## src/rtl/div_pkg.sv

```systemverilog
// Shared types and sizing helpers for the restoring divider slice.
// Optional divide-by-zero shortcut is selected with DIV_ZERO_DETECT_EN.
package div_pkg;

  typedef enum logic [2:0] {
    S_IDLE  = 3'd0,
    S_SHIFT = 3'd1,
    S_SUB   = 3'd2,
    S_END   = 3'd3
  } div_state_e;

  localparam int unsigned DEF_W         = 16;
  localparam int unsigned DEF_DONE_HOLD = 32;

  // Bit counter must hold the value W; hold counter must hold DONE_HOLD.
  function automatic int unsigned cnt_width(input int unsigned w);
    return $clog2(w + 1);
  endfunction

  function automatic int unsigned hold_width(input int unsigned done_hold);
    return $clog2(done_hold + 1);
  endfunction

endpackage

```

## src/rtl/div_restoring_ctrl.sv

```systemverilog
// Sequencer for the restoring divider: FSM, bit counter and done-hold counter.
// div_zero_i is only acted upon when DIV_ZERO_DETECT_EN drives it from the top.
module div_restoring_ctrl
  import div_pkg::*;
#(
  parameter int unsigned W         = DEF_W,
  parameter int unsigned DONE_HOLD = DEF_DONE_HOLD
) (
  input  logic clk,
  input  logic rst_n,
  input  logic init_i,
  input  logic div_zero_i,
  output logic ld_o,
  output logic sh_o,
  output logic sub_o,
  output logic fin_o,
  output logic busy_o,
  output logic done_o
);

  localparam int unsigned CNT_W  = cnt_width(W);
  localparam int unsigned HOLD_W = hold_width(DONE_HOLD);

  div_state_e        state_q, state_d;
  logic [CNT_W-1:0]  cnt_q, cnt_d;
  logic [HOLD_W-1:0] hold_q, hold_d;

  always_comb begin
    state_d = state_q;
    cnt_d   = cnt_q;
    hold_d  = hold_q;
    ld_o    = 1'b0;
    sh_o    = 1'b0;
    sub_o   = 1'b0;
    fin_o   = 1'b0;
    busy_o  = 1'b1;
    done_o  = 1'b0;
    unique case (state_q)
      S_IDLE: begin
        busy_o = 1'b0;
        if (init_i) begin
          ld_o    = 1'b1;
          cnt_d   = CNT_W'(W);
          state_d = S_SHIFT;
        end
      end
      S_SHIFT: begin
        // A zero divisor is resolved one edge after the start, with the operands already captured.
        if (div_zero_i) begin
          fin_o   = 1'b1;
          hold_d  = '0;
          state_d = S_END;
        end else begin
          sh_o    = 1'b1;
          state_d = S_SUB;
        end
      end
      S_SUB: begin
        sub_o = 1'b1;
        cnt_d = cnt_q - CNT_W'(1);
        if (cnt_q == CNT_W'(1)) begin
          fin_o   = 1'b1;
          hold_d  = '0;
          state_d = S_END;
        end else begin
          state_d = S_SHIFT;
        end
      end
      S_END: begin
        done_o = 1'b1;
        if (hold_q == HOLD_W'(DONE_HOLD - 1)) begin
          // Back-to-back: a held init restarts on the very edge that would return to idle.
          if (init_i) begin
            ld_o    = 1'b1;
            cnt_d   = CNT_W'(W);
            state_d = S_SHIFT;
          end else begin
            state_d = S_IDLE;
          end
        end else begin
          hold_d = hold_q + HOLD_W'(1);
        end
      end
      default: state_d = S_IDLE;
    endcase
  end

  always_ff @(posedge clk or negedge rst_n) begin
    if (!rst_n) begin
      state_q <= S_IDLE;
      cnt_q   <= '0;
      hold_q  <= '0;
    end else begin
      state_q <= state_d;
      cnt_q   <= cnt_d;
      hold_q  <= hold_d;
    end
  end

endmodule

```

## src/rtl/div_restoring_core.sv

```systemverilog
// Sequential unsigned restoring divider, one quotient bit per two clocks.
// Define DIV_ZERO_DETECT_EN to short-circuit a zero divisor and raise err.
module div_restoring_core
  import div_pkg::*;
#(
  parameter int unsigned W         = DEF_W,
  parameter int unsigned DONE_HOLD = DEF_DONE_HOLD
) (
  input  logic         clk,
  input  logic         rst_n,
  input  logic         init,
  input  logic [W-1:0] dividend,
  input  logic [W-1:0] divisor,
  output logic [W-1:0] quotient,
  output logic [W-1:0] remainder,
  output logic         busy,
  output logic         done,
  output logic         err
);

  logic [W-1:0] a_q, a_d, b_q, b_d, r_q, r_d;
  logic [W-1:0] quo_q, quo_d, rem_q, rem_d;
  logic [W:0]   diff;
  logic         ld, sh, sub, fin, div_zero;

  div_restoring_ctrl #(
    .W         (W),
    .DONE_HOLD (DONE_HOLD)
  ) u_ctrl (
    .clk        (clk),
    .rst_n      (rst_n),
    .init_i     (init),
    .div_zero_i (div_zero),
    .ld_o       (ld),
    .sh_o       (sh),
    .sub_o      (sub),
    .fin_o      (fin),
    .busy_o     (busy),
    .done_o     (done)
  );

`ifdef DIV_ZERO_DETECT_EN
  logic err_q, err_d;

  assign div_zero = (b_q == '0);
  assign err      = err_q;

  always_comb begin
    err_d = err_q;
    if (ld)
      err_d = 1'b0;
    else if (fin && div_zero)
      err_d = 1'b1;
  end

  always_ff @(posedge clk or negedge rst_n) begin
    if (!rst_n) err_q <= 1'b0;
    else        err_q <= err_d;
  end
`else
  assign div_zero = 1'b0;
  assign err      = 1'b0;
`endif

  assign diff = {1'b0, r_q} - {1'b0, b_q};

  always_comb begin
    a_d   = a_q;
    b_d   = b_q;
    r_d   = r_q;
    quo_d = quo_q;
    rem_d = rem_q;
    if (ld) begin
      a_d = dividend;
      b_d = divisor;
      r_d = '0;
    end else if (sh) begin
      {r_d, a_d} = {r_q, a_q} << 1;
    end else if (sub) begin
      a_d[0] = ~diff[W];
      if (!diff[W])
        r_d = diff[W-1:0];
    end
    if (fin) begin
      if (div_zero) begin
        quo_d = '1;
        rem_d = a_q;
      end else begin
        quo_d = a_d;
        rem_d = r_d;
      end
    end
  end

  always_ff @(posedge clk or negedge rst_n) begin
    if (!rst_n) begin
      a_q   <= '0;
      b_q   <= '0;
      r_q   <= '0;
      quo_q <= '0;
      rem_q <= '0;
    end else begin
      a_q   <= a_d;
      b_q   <= b_d;
      r_q   <= r_d;
      quo_q <= quo_d;
      rem_q <= rem_d;
    end
  end

  assign quotient  = quo_q;
  assign remainder = rem_q;

endmodule

```

## config.mk

```make
export PLATFORM = sky130hd
export DESIGN_NAME = div_restoring_core
export DESIGN_NICKNAME = d
export VERILOG_FILES = /design/src/rtl/div_pkg.sv /design/src/rtl/div_restoring_ctrl.sv /design/src/rtl/div_restoring_core.sv
export SDC_FILE = /design/constraint.sdc
export NUM_CORES = 1
export LEC_CHECK = 0
export BUFFER_PORTS_ARGS = -buffer_cell sky130_fd_sc_hd__buf_2
export CAP_MARGIN = 20
export CORE_ASPECT_RATIO = 0.75
export CORE_MARGIN = 3
export CORE_UTILIZATION = 35
export CTS_BUF_LIST = sky130_fd_sc_hd__clkbuf_4 sky130_fd_sc_hd__clkbuf_8
export DETAILED_ROUTE_END_ITERATION = 16
export PLACE_DENSITY = 0.52
export SETUP_SLACK_MARGIN = 0.1
export SYNTH_ARGS = -nofsm -noshare
export SYNTH_HDL_FRONTEND = slang
export SYNTH_HIERARCHICAL = 1
export SYNTH_SLANG_ARGS = --single-unit
```

## constraint.sdc

```tcl
create_clock -name clk -period 8.2 [get_ports clk]
set_input_delay 0.41 -clock clk [delete_from_list [all_inputs] [get_ports clk]]
set_output_delay 0.41 -clock clk [all_outputs]
set_load 0.03 [all_outputs]
```

Word-level counts from Yosys, hierarchy flattened
Cells that the tools add are included.
Storage, ports and cells
  register bits after elaboration: 94
  input bits: 35
  output and inout port bits: 35
  word-level logic and storage cells: 55
Cells by class
  add/subtract/negate cells: 3
  equal/unequal tests: 9
  mux-type cells: 28
  bitwise operators: 1
  reduce and logical (&&, ||, !) cells: 6
Operators by type and width (number)
  two-way mux 16 bit: 5
  subtractor 16 x 16 -> 17 bit: 1
  two-way mux 15 bit: 1
  case mux 5 bit (3 select lines): 1
  two-way mux 6 bit: 2
  case mux 3 bit (4 select lines): 1
  case mux 6 bit (2 select lines): 1
  two-way mux 1 bit: 11
  two-way mux 5 bit: 2
  adder 6 x 1 -> 6 bit, second input constant: 1
  equality test 3 x 2 -> 1 bit, second input constant: 2
  equality test 6 x 5 -> 1 bit, second input constant: 1
  two-way mux 3 bit: 2
  equality test 5 x 1 -> 1 bit, second input constant: 1
  subtractor 5 x 1 -> 5 bit, second input constant: 1
  != test 2 x 1 -> 1 bit, second input constant: 2
  != test 2 bit, second input constant: 2
  AND reduction 2 bit: 2
  equality test 3 x 1 -> 1 bit, second input constant: 1
  zero test 3 bit: 1
  AND reduction 3 bit: 1
  nonzero test 3 bit: 1
  two-way mux 2 bit: 1
  case mux 1 bit (2 select lines): 1
  2 further kinds: 2

Logic depth before layout (Yosys ltp)
  depth after elaboration: 5
  gate-level depth with buffers: 11
  gate-level depth less buffers: 10

Modules after synthesis
The synthesis kept the hierarchy.
Modules (own cells, without submodules)
  div_restoring_core: times used 1, cells an instance 416, area an instance 4217.8 µm², seq. area each 2001.9 µm²
  div_restoring_ctrl: times used 1, cells an instance 93, area an instance 903.4 µm², seq. area each 325.3 µm²

Worst setup path before layout
No wires, ideal clock.
  path kind: register to register
  from: reg u_ctrl.hold_q[0]
  to: reg quo_q[12] (netlist: quotient[12])
  library setup time: 0.125 ns
  arrival: 2.458 ns
  data required time: 8.075 ns
  path slack: 5.617 ns
  stages on the path, launching flop included: 10
  buffers on the path: 2
  clock period less this slack: 2.583 ns
  cell sequence: dfrtp_1 > ha_1 > nand4_1 > nor2_1 > a21oi_1 > nor3b_1 > clkbuf_1 > clkbuf_1 > o21ai_0 > mux2_2
On the way
  cells in the longest elaborated chain, start to end: 4
RTL lines
  start: declaration: RTL line div_restoring_ctrl.sv:26  | logic [HOLD_W-1:0] hold_q, hold_d;
  start signal: assignment: RTL line div_restoring_ctrl.sv:96  | hold_q <= hold_d;
  equality test 6 x 5 -> 1 bit: RTL line div_restoring_ctrl.sv:71  | if (hold_q == HOLD_W'(DONE_HOLD - 1)) begin
  two-way mux 1 bit: RTL line div_restoring_ctrl.sv:71
  case mux 1 bit (2 select lines): RTL line div_restoring_ctrl.sv:38  | unique case (state_q)
  via ld: RTL line div_restoring_core.sv:24  | logic ld, sh, sub, fin, div_zero;
  two-way mux 16 bit: RTL line div_restoring_core.sv:73  | if (ld) begin
  via a_d[12]: RTL line div_restoring_core.sv:21  | logic [W-1:0] a_q, a_d, b_q, b_d, r_q, r_d;
  end signal: assignment: RTL line div_restoring_core.sv:106  | quo_q <= quo_d;
  end: declaration: RTL line div_restoring_core.sv:22  | logic [W-1:0] quo_q, quo_d, rem_q, rem_d;
The timed path passes the listed nets, and every way through them passes these cells.
A chain may end at the register's enable or synchronous reset.

Worst setup path in the final report
  from: reg u_ctrl.hold_q[0]
  to: reg rem_q[15] (netlist: remainder[15])
On the way
  cells in the longest elaborated chain, start to end: 4
RTL lines
  equality test 6 x 5 -> 1 bit: RTL line div_restoring_ctrl.sv:71
  two-way mux 1 bit: RTL line div_restoring_ctrl.sv:71
  case mux 1 bit (2 select lines): RTL line div_restoring_ctrl.sv:38
  via ld: RTL line div_restoring_core.sv:24
  two-way mux 16 bit: RTL line div_restoring_core.sv:73
  end signal: assignment: RTL line div_restoring_core.sv:107  | rem_q <= rem_d;
  end: declaration: RTL line div_restoring_core.sv:22
The timed path passes the listed nets, and every way through them passes these cells.

==> flow_metrics.tcl <==
set metrics [dict create \
    status "finished clean" \
    worstSetupStartpointType "flop" \
    die_h_um 111 \
    insertion_delay_ns 0.37 \
    rows 37 \
    area_growth_pct 14.2 \
    ys.flop_type "dfrtp_1" \
    cpMaxStageDelayCell "buf_4" \
    vias 3934 \
    max_stage_delay_ns 0.60 \
    crit_path_cell_trace "ha_1 -> nand4_1 -> nor2_1 -> a21oi_1 -> nor3b_2 -> buf_4 -> nand2b_1 -> o32ai_1" \
    portBuffers 68 \
    cts_tree "done" \
    netlist_area_sq_um 5120 \
    final-setup-viol-count 0 \
    total_leakage_power_nw 2.66 \
    cts_buffers 9 \
    synth_top_area_share_pct 45.4 \
    ys_types 73 \
    cts_root_buffer "clkbuf_8" \
    drive_gt1_share_pct 23.5 \
    min_path_type "primary input to flop" \
    wirelength_mm 12.1 \
    slew_viol_final 0 \
    drtAntennaViolNets 0 \
    antenna_found_initial 0 \
    die-area_sq_um 16100 \
    slew_headroom_pct 41.9 \
    dp_cells 752 \
    min_period_ns 3.18 \
    finalNonFillerCells 770 \
    wl_per_cell_um 15.7 \
    cp_max_fo 81 \
    power_density_nw_per_um2 447 \
    cts.clk_slew.worst_paths_ns 0.10 \
    cts-resized-gates 0 \
    fin_nets 631 \
    ff2ff_setup_slack_ns 5.02 \
    gp_congestion 0.848 \
    synth-edff-count 0 \
    syn_inst 509 \
    grt_usage_pct 15.4 \
    yosysTopAreaCell "dfrtp_1" \
    crit_type "flop to flop" \
    antenna_cells 0 \
    yosysSeqAreaShare_pct 45.4 \
    synth-async-reset-ratio_pct 100 \
    cts_max_path_buffers 2 \
    die_width_um 146 \
    grt_pass1_vias 4002 \
    fin_crit_sh_pct 38.8 \
    synth_seq_cells 93 \
    cp.arrival_ns 3.40 \
    floorplan.initialDensity_pct 36.5 \
    firstDrtPassIters 4 \
    viasPerCell 5.11 \
    io_pins 70 \
    critPathTopFamily "simple AND/OR/NAND/NOR gates" \
    rsz0062_at_grt "false" \
    grt_remaining_overflow 0 \
    drt_first_iter_violations 240 \
    coreArea_sq_um 14000 \
    htree_levels 3 \
    fin_hold_ws_ns 0.240 \
    fmax_ghz 0.315 \
    clock_sinks 93 \
    drc 0 \
    avgSynthCellArea_sq_um 10.1 \
    required_ns 8.42 \
    peakVddDrop_mv 0.157 \
    dp_hpwl_mm 8.34 \
    fin_setup_tns_ns 0 \
    tightest_slew_ns 0.872 \
    synth_area_leaders "dfrtp_1 45%, ha_1 6.1%, mux2_2 5.3%" \
    grt_pass1_wl_mm 20.5 \
    skew_ns 0.0110 \
    timing.final.hold_violations 0 \
    grt_max_degree 82 \
    cp_num_buf_inv 1 \
    ys.warnings.count 6 \
    drv_cap 0 \
    end_kind "flop" \
]
-- kinds of logic after synthesis --
logic type	after synthesis	synth area share, %
xor+xnor	7	1.20
buf+inv	65	5.50
other cells	1	0.0732
fa+ha+maj	26	6.50
mux	41	8.60
simple gates	139	13.7
flops	93	45.4
compound gates	137	19.0
-- worst min-delay path: cells and delay by family --
family	cells	cell delay, ns
buffers and inverters	1	0.07
and+or+nand+nor	1	0.04
AOI/OAI and AO/OA	1	0.05
-- Yosys cell counts, types with 13 or more instances --
| master | instances |
|---|---|
| dfrtp_1 | 93 |
| nand3_1 | 13 |
| nor2_1 | 26 |
| nand2_1 | 46 |
| o21ai_0 | 45 |
| mux2i_1 | 17 |
| clkbuf_1 | 16 |
| a21oi_1 | 21 |
| nor3_1 | 14 |
| ha_1 | 25 |
| inv_1 | 39 |
| mux2_2 | 24 |
-- layout make-up --
class	count	area (sq um)
sequential	93	2330
clock inverter	6	51.3
timing repair buffer	74	410
clock buffer	10	131
tap	195	244
inverter	39	146
multi-input combinational	353	2540
fill	1396	8180
-- cell usage in the layout, fill, tap and decap left out, types with 4 or more instances in the layout --
| cell | netlist | final |
|---|---|---|
| clkbuf_8 | 0 | 9 |
| nand2_1 | 46 | 46 |
| nor3_1 | 14 | 14 |
| o21a_1 | 6 | 6 |
| mux2_2 | 24 | 24 |
| dfrtp_1 | 93 | 93 |
| nor2b_1 | 4 | 4 |
| a21oi_1 | 21 | 21 |
| xor2_1 | 4 | 4 |
| nand2b_1 | 5 | 5 |
| mux2i_1 | 17 | 17 |
| o211ai_1 | 4 | 4 |
| inv_1 | 39 | 39 |
| o32ai_1 | 5 | 5 |
| and3_1 | 6 | 6 |
| nand3_1 | 13 | 13 |
| buf_2 | 3 | 67 |
| ha_1 | 25 | 25 |
| a31oi_1 | 8 | 8 |
| or3_1 | 4 | 4 |
| nand4_1 | 5 | 5 |
| o21ai_0 | 45 | 45 |
| buf_4 | 1 | 5 |
| nor2_1 | 26 | 26 |
-- metal layers --
metal	global-route usage (%)	vias up	part of all wire (%)	routed length, um
met1	22.5	1869	50	6060
met4	4.17	0	1.5	180
met5	0	-	0	0
met3	4.17	14	5.3	636
li1	-	1953	-	-
met2	22.4	98	43	5190
-- worst paths after layout --
check	from	end	depth (start not counted)
min in group asynchronous	rst_n	b_q[4]$_DFFE_PN0P_	2
max	u_ctrl/hold_q[0]$_DFFE_PN0P_	remainder[15]$_DFFE_PN0P_	8
min reg2reg	quotient[6]$_DFFE_PN0P_	quotient[6]$_DFFE_PN0P_	1
max in group asynchronous	rst_n	b_q[0]$_DFFE_PN0P_	3
min	divisor[3]	b_q[3]$_DFFE_PN0P_	3
max reg2reg	u_ctrl/hold_q[0]$_DFFE_PN0P_	remainder[15]$_DFFE_PN0P_	8
-- flip-flops by register name (all words and copies together), names as in the netlist --
| signal | cells |
|---|---|
| a_q | 16 |
| b_q | 16 |
| quotient | 16 |
| r_q | 16 |
| remainder | 16 |
| u_ctrl/cnt_q | 5 |
| u_ctrl/hold_q | 6 |
| u_ctrl/state_q | 2 |
-- power breakdown --
part	internal, mW	total [mW]	switching [mW]
sequential	0.663	0.785	0.123
clock	0.119	0.297	0.178
combinational	0.610	1.53	0.919
-- metrics by stage --
stage | utilization [%] | setup WS, ns | power [mW] | area (sq um)
4_1_cts | 41.5 | 4.89 | 2.62 | 5820
3_3_place_gp | 40.1 | 5.06 | 2.29 | 5630
5_1_grt | 41.7 | 4.74 | 2.85 | 5850
2_1_floorplan | - | 5.62 | 1.94 | 5130
3_5_place_dp | 40.1 | 4.92 | 2.31 | 5630
6_report | 41.7 | 5.02 | 2.61 | 5850
-- what timing repair did --
| item | in CTS | in global routing |
|---|---|---|
| setup buffers | 0 | 0 |
| setup endpoints to repair | 0 | 0 |
| hold buffers | 1 | 0 |
| hold endpoints to repair | 24 | 0 |
Power figures use the tool's default switching activity.
